<file path="config.mk">
export PLATFORM = sky130hd
export DESIGN_NAME = game_ctrl_flat
export DESIGN_NICKNAME = d
export VERILOG_FILES = /design/src/rtl/game_ctrl_if.sv /design/src/rtl/game_ctrl.sv /design/src/flat_wrapper.sv
export SDC_FILE = /design/constraint.sdc
export NUM_CORES = 1
export LEC_CHECK = 0
export BUFFER_PORTS_ARGS = -buffer_cell sky130_fd_sc_hd__buf_2
export CORE_AREA = 2 2 72 74
export CTS_CLUSTER_SIZE = 8
export DETAILED_ROUTE_END_ITERATION = 12
export DIE_AREA = 0 0 74 76
export HOLD_SLACK_MARGIN = 0.12
export PLACE_DENSITY = 0.64
export RECOVER_POWER = 25
export SYNTH_ARGS = -nofsm -noshare
export SYNTH_HDL_FRONTEND = slang
export SYNTH_SLANG_ARGS = --single-unit
</file>
<file path="constraint.sdc">
create_clock -name i_clk -period 1.7 [get_ports i_clk]
set_input_delay 0 -clock i_clk [delete_from_list [all_inputs] [get_ports i_clk]]
set_output_delay 0 -clock i_clk [all_outputs]
set_load 0.01 [all_outputs]
</file>
<file path="src/rtl/game_ctrl_if.sv">
// rtl/game_ctrl_if.sv - game controller event inputs and score/state outputs
interface game_ctrl_if;
  logic        i_animate;
  logic        i_collision;
  logic        i_start;
  logic [1:0]  o_game_state;
  logic [15:0] o_score;
  logic [15:0] o_hi_score;
  logic [2:0]  o_level;

  modport master (
    output i_animate, i_collision, i_start,
    input  o_game_state, o_score, o_hi_score, o_level
  );

  modport slave (
    input  i_animate, i_collision, i_start,
    output o_game_state, o_score, o_hi_score, o_level
  );
endinterface

</file>
<file path="src/rtl/game_ctrl.sv">
// rtl/game_ctrl.sv - GRACE/PLAY/DEAD game FSM with score, level and hi-score tracking
// Define GAME_CTRL_HISCORE_EN to keep a best-score register; otherwise o_hi_score reads zero.
module game_ctrl #(
  parameter int GRACE_FRAMES = 120,
  parameter int SCORE_DIV    = 6,
  parameter int LEVEL_PTS    = 100
) (
  input  logic        i_clk,
  input  logic        i_rst,
  game_ctrl_if.slave  bus
);

  localparam int GW = (GRACE_FRAMES > 1) ? $clog2(GRACE_FRAMES) : 1;
  localparam int FW = (SCORE_DIV > 1) ? $clog2(SCORE_DIV) : 1;
  localparam int PW = (LEVEL_PTS > 1) ? $clog2(LEVEL_PTS) : 1;

  localparam logic [GW-1:0] GRACE_LAST = GW'((GRACE_FRAMES > 0) ? GRACE_FRAMES - 1 : 0);
  localparam logic [FW-1:0] FRAME_LAST = FW'((SCORE_DIV > 0) ? SCORE_DIV - 1 : 0);
  localparam logic [PW-1:0] PTS_LAST   = PW'((LEVEL_PTS > 0) ? LEVEL_PTS - 1 : 0);

  typedef enum logic [1:0] {
    ST_GRACE = 2'b00,
    ST_PLAY  = 2'b01,
    ST_DEAD  = 2'b10
  } state_t;

  state_t      state_q, state_d;
  logic [GW-1:0] grace_cnt_q, grace_cnt_d;
  logic [FW-1:0] frame_cnt_q, frame_cnt_d;
  logic [PW-1:0] pts_cnt_q, pts_cnt_d;
  logic [15:0] score_q, score_d;
  logic [2:0]  level_q, level_d;
  logic        armed_q, armed_d;
`ifdef GAME_CTRL_HISCORE_EN
  logic [15:0] hi_q, hi_d;
`endif

  always_ff @(posedge i_clk) begin
    if (i_rst) begin
      state_q     <= ST_GRACE;
      grace_cnt_q <= '0;
      frame_cnt_q <= '0;
      pts_cnt_q   <= '0;
      score_q     <= '0;
      level_q     <= '0;
      armed_q     <= 1'b0;
`ifdef GAME_CTRL_HISCORE_EN
      hi_q        <= '0;
`endif
    end else begin
      state_q     <= state_d;
      grace_cnt_q <= grace_cnt_d;
      frame_cnt_q <= frame_cnt_d;
      pts_cnt_q   <= pts_cnt_d;
      score_q     <= score_d;
      level_q     <= level_d;
      armed_q     <= armed_d;
`ifdef GAME_CTRL_HISCORE_EN
      hi_q        <= hi_d;
`endif
    end
  end

  always_comb begin
    state_d     = state_q;
    grace_cnt_d = grace_cnt_q;
    frame_cnt_d = frame_cnt_q;
    pts_cnt_d   = pts_cnt_q;
    score_d     = score_q;
    level_d     = level_q;
    armed_d     = 1'b0;
`ifdef GAME_CTRL_HISCORE_EN
    hi_d        = hi_q;
`endif
    case (state_q)
      ST_GRACE: begin
        if (bus.i_animate) grace_cnt_d = grace_cnt_q + GW'(1);
        if ((GRACE_FRAMES == 0) || (bus.i_animate && grace_cnt_q == GRACE_LAST)) begin
          state_d     = ST_PLAY;
          grace_cnt_d = '0;
        end
      end
      ST_PLAY: begin
        if (bus.i_collision) begin
          state_d = ST_DEAD;
`ifdef GAME_CTRL_HISCORE_EN
          if (score_q > hi_q) hi_d = score_q;
`endif
        end else if (bus.i_animate) begin
          if (frame_cnt_q == FRAME_LAST) begin
            frame_cnt_d = '0;
            // Saturated score stops level progression as well.
            if (score_q != 16'hFFFF) begin
              score_d = score_q + 16'd1;
              if (pts_cnt_q == PTS_LAST) begin
                pts_cnt_d = '0;
                if (level_q != 3'd7) level_d = level_q + 3'd1;
              end else begin
                pts_cnt_d = pts_cnt_q + PW'(1);
              end
            end
          end else begin
            frame_cnt_d = frame_cnt_q + FW'(1);
          end
        end
      end
      ST_DEAD: begin
        // Restart needs the button seen released inside DEAD, then pressed.
        armed_d = armed_q | ~bus.i_start;
        if (armed_q && bus.i_start) begin
          state_d     = ST_GRACE;
          grace_cnt_d = '0;
          frame_cnt_d = '0;
          pts_cnt_d   = '0;
          score_d     = '0;
          level_d     = '0;
          armed_d     = 1'b0;
        end
      end
      default: state_d = ST_GRACE;
    endcase
  end

  always_comb begin
    bus.o_game_state = state_q;
    bus.o_score      = score_q;
    bus.o_level      = level_q;
`ifdef GAME_CTRL_HISCORE_EN
    bus.o_hi_score   = hi_q;
`else
    bus.o_hi_score   = 16'h0000;
`endif
  end

endmodule

</file>
<file path="src/flat_wrapper.sv">
// flat-port wrapper written by rule: the top's interface ports become plain ports
module game_ctrl_flat 
#(
  parameter int GRACE_FRAMES = 120,
  parameter int SCORE_DIV    = 6,
  parameter int LEVEL_PTS    = 100
)
  (i_clk, i_rst, bus_i_animate, bus_i_collision, bus_i_start, bus_o_game_state, bus_o_score, bus_o_hi_score, bus_o_level);
  game_ctrl_if bus_i ();
  input  logic i_clk;
  input  logic i_rst;
  input wire logic [$bits(bus_i.i_animate)-1:0] bus_i_animate;
  input wire logic [$bits(bus_i.i_collision)-1:0] bus_i_collision;
  input wire logic [$bits(bus_i.i_start)-1:0] bus_i_start;
  output wire logic [$bits(bus_i.o_game_state)-1:0] bus_o_game_state;
  output wire logic [$bits(bus_i.o_score)-1:0] bus_o_score;
  output wire logic [$bits(bus_i.o_hi_score)-1:0] bus_o_hi_score;
  output wire logic [$bits(bus_i.o_level)-1:0] bus_o_level;
  assign bus_i.i_animate = bus_i_animate;
  assign bus_i.i_collision = bus_i_collision;
  assign bus_i.i_start = bus_i_start;
  assign bus_o_game_state = bus_i.o_game_state;
  assign bus_o_score = bus_i.o_score;
  assign bus_o_hi_score = bus_i.o_hi_score;
  assign bus_o_level = bus_i.o_level;
  game_ctrl #(.GRACE_FRAMES(GRACE_FRAMES), .SCORE_DIV(SCORE_DIV), .LEVEL_PTS(LEVEL_PTS)) u_core (.i_clk(i_clk), .i_rst(i_rst), .bus(bus_i));
endmodule
</file>
## After elaboration in Yosys (flattened, before gate mapping)

Cells that the tools add are included.

| word-level totals | value |
|---|---|
| register bits after elaboration | 39 |
| logic and storage cells | 75 |

| operators by class | value |
|---|---|
| add/subtract/negate cells | 5 |
| equality and inequality tests | 17 |
| mux-type cells | 32 |
| bitwise gates (word level) | 3 |
| reduce and logical (&&, ||, !) cells | 11 |

Operator list:

| cell | number |
|---|---|
| 16-bit two-way mux | 5 |
| 7-bit two-way mux | 8 |
| 16-bit case mux with 2 select lines | 1 |
| 3-bit two-way mux | 10 |
| 7-bit case mux with 2 select lines | 2 |
| 16-bit by 1-bit adder with 16-bit output, second input constant | 1 |
| 16-bit inequality test, second input constant | 1 |
| 7-bit by 1-bit adder with 7-bit output, second input constant | 2 |
| 7-bit equality test, second input constant | 2 |
| 2-bit by 1-bit inequality test with 1-bit output, second input constant | 6 |
| 3-bit case mux with 2 select lines | 2 |
| 8-bit AND reduction | 1 |
| 3-bit by 1-bit adder with 3-bit output, second input constant | 2 |
| 2-bit two-way mux | 3 |
| 2-bit inequality test, second input constant | 3 |
| 2-bit case mux with 3 select lines | 1 |
| 3-bit AND reduction | 2 |
| 6-bit AND reduction | 1 |
| 4-bit AND reduction | 1 |
| 2-bit nonzero test | 2 |
| 3-bit equality test, second input constant | 1 |
| 3-bit by 2-bit inequality test with 1-bit output, second input constant | 1 |
| 3-bit inequality test, second input constant | 1 |
| 3-bit OR reduction | 1 |
| 6 further kinds | 8 |

## Logic depth before layout (Yosys ltp)

| logic depth | value |
|---|---|
| word-level depth | 8 |
| depth in mapped cells | 8 |

## Worst setup path after synthesis

OpenSTA, ideal clock, no wires.

| path | value |
|---|---|
| path type | reg2reg |
| from | register u_core.score_q[0], in the netlist u_core.bus.o_score[0] |
| to | register u_core.score_q[10], in the netlist u_core.bus.o_score[10] |
| setup time | 87 ps |
| arrival | 1,860 ps |
| required time | 1,613 ps |
| path slack | -247 ps |
| cell stages (with the launch flop) | 7 |
| buffers on the path | 1 |
| clock period less this slack | 1,947 ps |
| path through | dfxtp_1 -> ha_1 -> and4_1 -> and4b_1 -> or4_1 -> buf_2 -> o31ai_1 |

| on the way | value |
|---|---|
| word-level cells in the longest chain between the ends | 6 |

Ends and longest elaborated chain:

| what | RTL line | text |
|---|---|---|
| start: declaration | game_ctrl.sv:31 | `logic [15:0] score_q, score_d;` |
| start signal: assignment | game_ctrl.sv:55 | `score_q <= score_d;` |
| 16-bit by 1-bit adder with 16-bit output | game_ctrl.sv:94 | `score_d = score_q + 16'd1;` |
| 16-bit two-way mux | game_ctrl.sv:93 | `if (score_q != 16'hFFFF) begin` |
| 16-bit two-way mux | game_ctrl.sv:90 | `if (frame_cnt_q == FRAME_LAST) begin` |
| 16-bit two-way mux | game_ctrl.sv:89 | `end else if (bus.i_animate) begin` |
| 16-bit two-way mux | game_ctrl.sv:84 | `if (bus.i_collision) begin` |
| 16-bit case mux with 2 select lines | game_ctrl.sv:75 | `case (state_q)` |

Several ways; a longest one is shown, not always the timed one. The select of a mux whose other input is x is not followed.
A chain may end at the register's enable or synchronous reset.

## Worst setup path in the final report

| path | value |
|---|---|
| from | register u_core.score_q[0], in the netlist u_core.bus.o_score[0] |
| to | register u_core.pts_cnt_q[4] |

| on the way | value |
|---|---|
| word-level cells in the longest chain between the ends | 3 |

Ends and longest elaborated chain:

| what | RTL line | text |
|---|---|---|
| 16-bit inequality test | game_ctrl.sv:93 |  |
| 2-bit by 1-bit inequality test with 1-bit output (no line) | -- |  |
| 6-bit AND reduction (no line) | -- |  |
| end signal: assignment | game_ctrl.sv:54 | `pts_cnt_q <= pts_cnt_d;` |
| end: declaration | game_ctrl.sv:30 | `logic [PW-1:0] pts_cnt_q, pts_cnt_d;` |

No other way between the ends.

==> flow_summary.toml <==
[run_status]
status = "finished with violations"
violations = "setup timing"

[sta]
timing.final.ws_setup_ns = -0.135
setup_viol = 22
post-route-period-util_pct = 108
fmax_mhz = 545
tns_ns = -1.46
final.setup_skew_ns = 0.00852
maxSlewViolCount = 0
rsz0062_at_grt = "yes"
final_hold_viol_count = 0
fin_crit_ns = 1.83

[floorplanning]
io_pins = 42
dieWidth_um = 74
start_util_pct = 42.4
core_um2 = 4910
dieArea_um2 = 5620
die_y_um = 76
rows = 26

[place]
io_buffer_count = 25
preCtsSetupSlack_ns = -0.138
gp_congestion = 0.783
hpwl_um = 3660
place_inst = 374

[pwr]
comb_power_share_pct = 6.4
power_density_nw_per_um2 = 664
peakVddDrop_uv = 383
power_mw = 1.97
pwr-share-clk_pct = 46.7
leakagePower_nw = 1.25
internal-power_mw = 1.55
p_sw_share_pct = 21.1
p_seq_share_pct = 46.9
power.switching_mw = 0.415

[critical_path]
required_ns = 1.89
startpoint_type = "register"
critPathCaptureType = "register"
r2r_slack_ns = -0.13
crit_fanout = 5
crit_arrival_ns = 2.02
crit_type = "reg -> reg"

[synth]
synth_cell_types = 47
yosys_warnings = 0
synth-seq-cells = 39
synth.top_cell.area_share_pct = 37.5
synthesis.area_um2 = 2080
synth_edf_count = 0
ys_seq_area_share_pct = 37.5
syn_inst = 246
synthArstFlopShare_pct = 0
syn_area_per_cell_um2 = 8.47
synthFlopType = "dfxtp_1"
ys_top_cells_by_area = "dfxtp_1, o21ai_0, buf_4"
synth_top_cell_by_area = "dfxtp_1"

[clocking]
clkSinkCount = 39
path_clk_slew_ns = 0.08
cts_tree = "built"
htree_levels = 2
cts_buffers = 5
clock_path_buffers = 2
root_buffer = "clkbuf_8"
clock_latency_ns = 0.29

[grt]
track_usage_pct = 18.0
first_global_vias = 1829
grt_max_degree = 15
antenna_found_initial = 0
grt_pass1_wl_um = 8170
grt_overflow = 0

[detailed_routing]
initialDrtViolationCount = 75
wl_per_cell_um = 13.3
via_count = 2048
drt-total-wl_um = 5220
dr.pass1.iters = 4
drc = 0
routed_via_density = 5.24
drtAntennaViolNets = 0

[finish]
antenna_cells = 0
area_delta_synth_final_pct = 42.0
seq_area_um2 = 790
drive_gt1_share_pct = 37.1
nFillCells = 433
multi_input_area_um2 = 1390
final_cells = 391
fin_nets = 330

[hold_path]
hp-class = "in -> reg"

[flow_run]
maxCapViolations = 0
worst paths after layout:
| check | from | to | cells past startpoint |
|---|---|---|---|
| worst max-delay path | u_core.bus.o_score[0] | u_core.pts_cnt_q[4] | 8 |
| worst min-delay path | bus_i_animate | u_core.grace_cnt_q[5] | 4 |
| worst max register to register | u_core.bus.o_score[0] | u_core.pts_cnt_q[4] | 8 |
| worst min register to register | u_core.pts_cnt_q[1] | u_core.pts_cnt_q[1] | 2 |
sequential cells by signal, summed over array words and instances (netlist names):
signal,flops
u_core.armed_q,1
u_core.grace_cnt_q,7
u_core.pts_cnt_q,7
u_core.bus.o_score,16
u_core.bus.o_level,3
u_core.frame_cnt_q,3
u_core.bus.o_game_state,2
logic make-up (layout without fill, tap and decap cells):
| family | after synthesis | in the layout | share of synthesized area, % |
|---|---|---|---|
| simple gates | 94 | 94 | 25.8 |
| fa+ha+maj | 5 | 5 | 3.00 |
| buf+inv | 29 | 89 | 9.12 |
| compound gates | 71 | 71 | 21.2 |
| flops | 39 | 39 | 37.5 |
| xor+xnor | 4 | 4 | 1.68 |
| mux | 3 | 3 | 1.56 |
| other cells | 1 | 16 | 0.180 |
area by class of cell:
| class | count | share of cell area (%) |
|---|---|---|
| multi-input cells | 193 | 46.9 |
| clock inverters | 2 | 2.03 |
| repair buffers | 78 | 18.6 |
| flip-flops and latches | 39 | 26.7 |
| inverters | 3 | 0.380 |
| clock buffers | 6 | 2.45 |
| well taps | 70 | 2.96 |
metrics by stage:
stage / cell area, um^2 / util [%] / hold WS [ns]
floorplan: 2200 / - / 0.0721
global placement: 2540 / 51.7 / 0.248
detailed placement: 2540 / 51.7 / 0.249
CTS: 2800 / 56.9 / 0.224
global route: 2960 / 60.3 / 0.272
finish: 2960 / 60.3 / 0.235
cell usage after synthesis (2+ instances only):
| cell type | instances |
|---|---|
| a31oi_1 | 7 |
| ha_1 | 5 |
| and4_1 | 4 |
| and3_1 | 6 |
| clkbuf_1 | 3 |
| nand4_1 | 7 |
| buf_6 | 2 |
| nand2_1 | 14 |
| nor4b_1 | 3 |
| and2_1 | 3 |
| a22oi_1 | 2 |
| buf_2 | 5 |
| xnor2_1 | 3 |
| inv_1 | 3 |
| nor3_1 | 3 |
| a21oi_1 | 14 |
| mux2_2 | 2 |
| a41oi_1 | 5 |
| nor2_1 | 26 |
| nand3_1 | 15 |
| a22o_1 | 3 |
| o31ai_1 | 7 |
| nor2b_1 | 2 |
| dfxtp_1 | 39 |
| nand2b_1 | 2 |
| o21ai_0 | 25 |
| buf_4 | 16 |
placed cells by master, fill, tap and decap left out, types with 5 or more instances in the layout:
cell      Yosys  layout
clkbuf_1      3       9
o21ai_2       0       9
nand4_1       7       7
o31ai_2       1       5
and3_1        6       6
a31oi_1       7       7
conb_1        1      16
buf_4        16      41
o21ai_1       1      11
nand2_1      14      13
buf_2         5      18
nor2_1       26      25
dfxtp_1      39      34
clkbuf_8      0       5
buf_6         2       6
a21oi_1      14      13
nand3_1      15      14
critical path, stage by stage (launching register included):
cell and delay (ns):
dfxtp_4 0.36, ha_4 0.15, and4_1 0.16, and4b_2 0.28, buf_6 0.14, o31ai_4 0.24
buf_6 0.16, o22ai_2 0.06, a21o_1 0.18
power by group through the flow:
stage	combinational [mW]	clock, mW	sequential [mW]
final	0.127	0.917	0.921
after global routing	0.139	0.970	0.922
after CTS	0.117	0.932	0.921
after detailed placement	0.102	0	0.943
after global placement	0.100	0	0.943
after floorplan	0.0916	0	0.942
what timing repair did:
| action | 4_1_cts | 5_1_grt |
|---|---|---|
| setup buffers | 3 | 2 |
| endpoints found under the setup margin | 26 | 27 |
| gates resized for setup | 33 | 33 |
| hold buffers | 4 | 0 |
| pin swaps | 20 | 11 |
| hold endpoints to repair | 11 | 0 |
layer usage:
layer,vias to the layer above,share of wire [%],track usage [%]
met3,7,3.4,3.57
met1,960,45,23.2
met4,0,1.2,5.45
met2,50,50,29.9
met5,-,0,0
li1,1031,-,-
(Power assumes the default switching activity.)
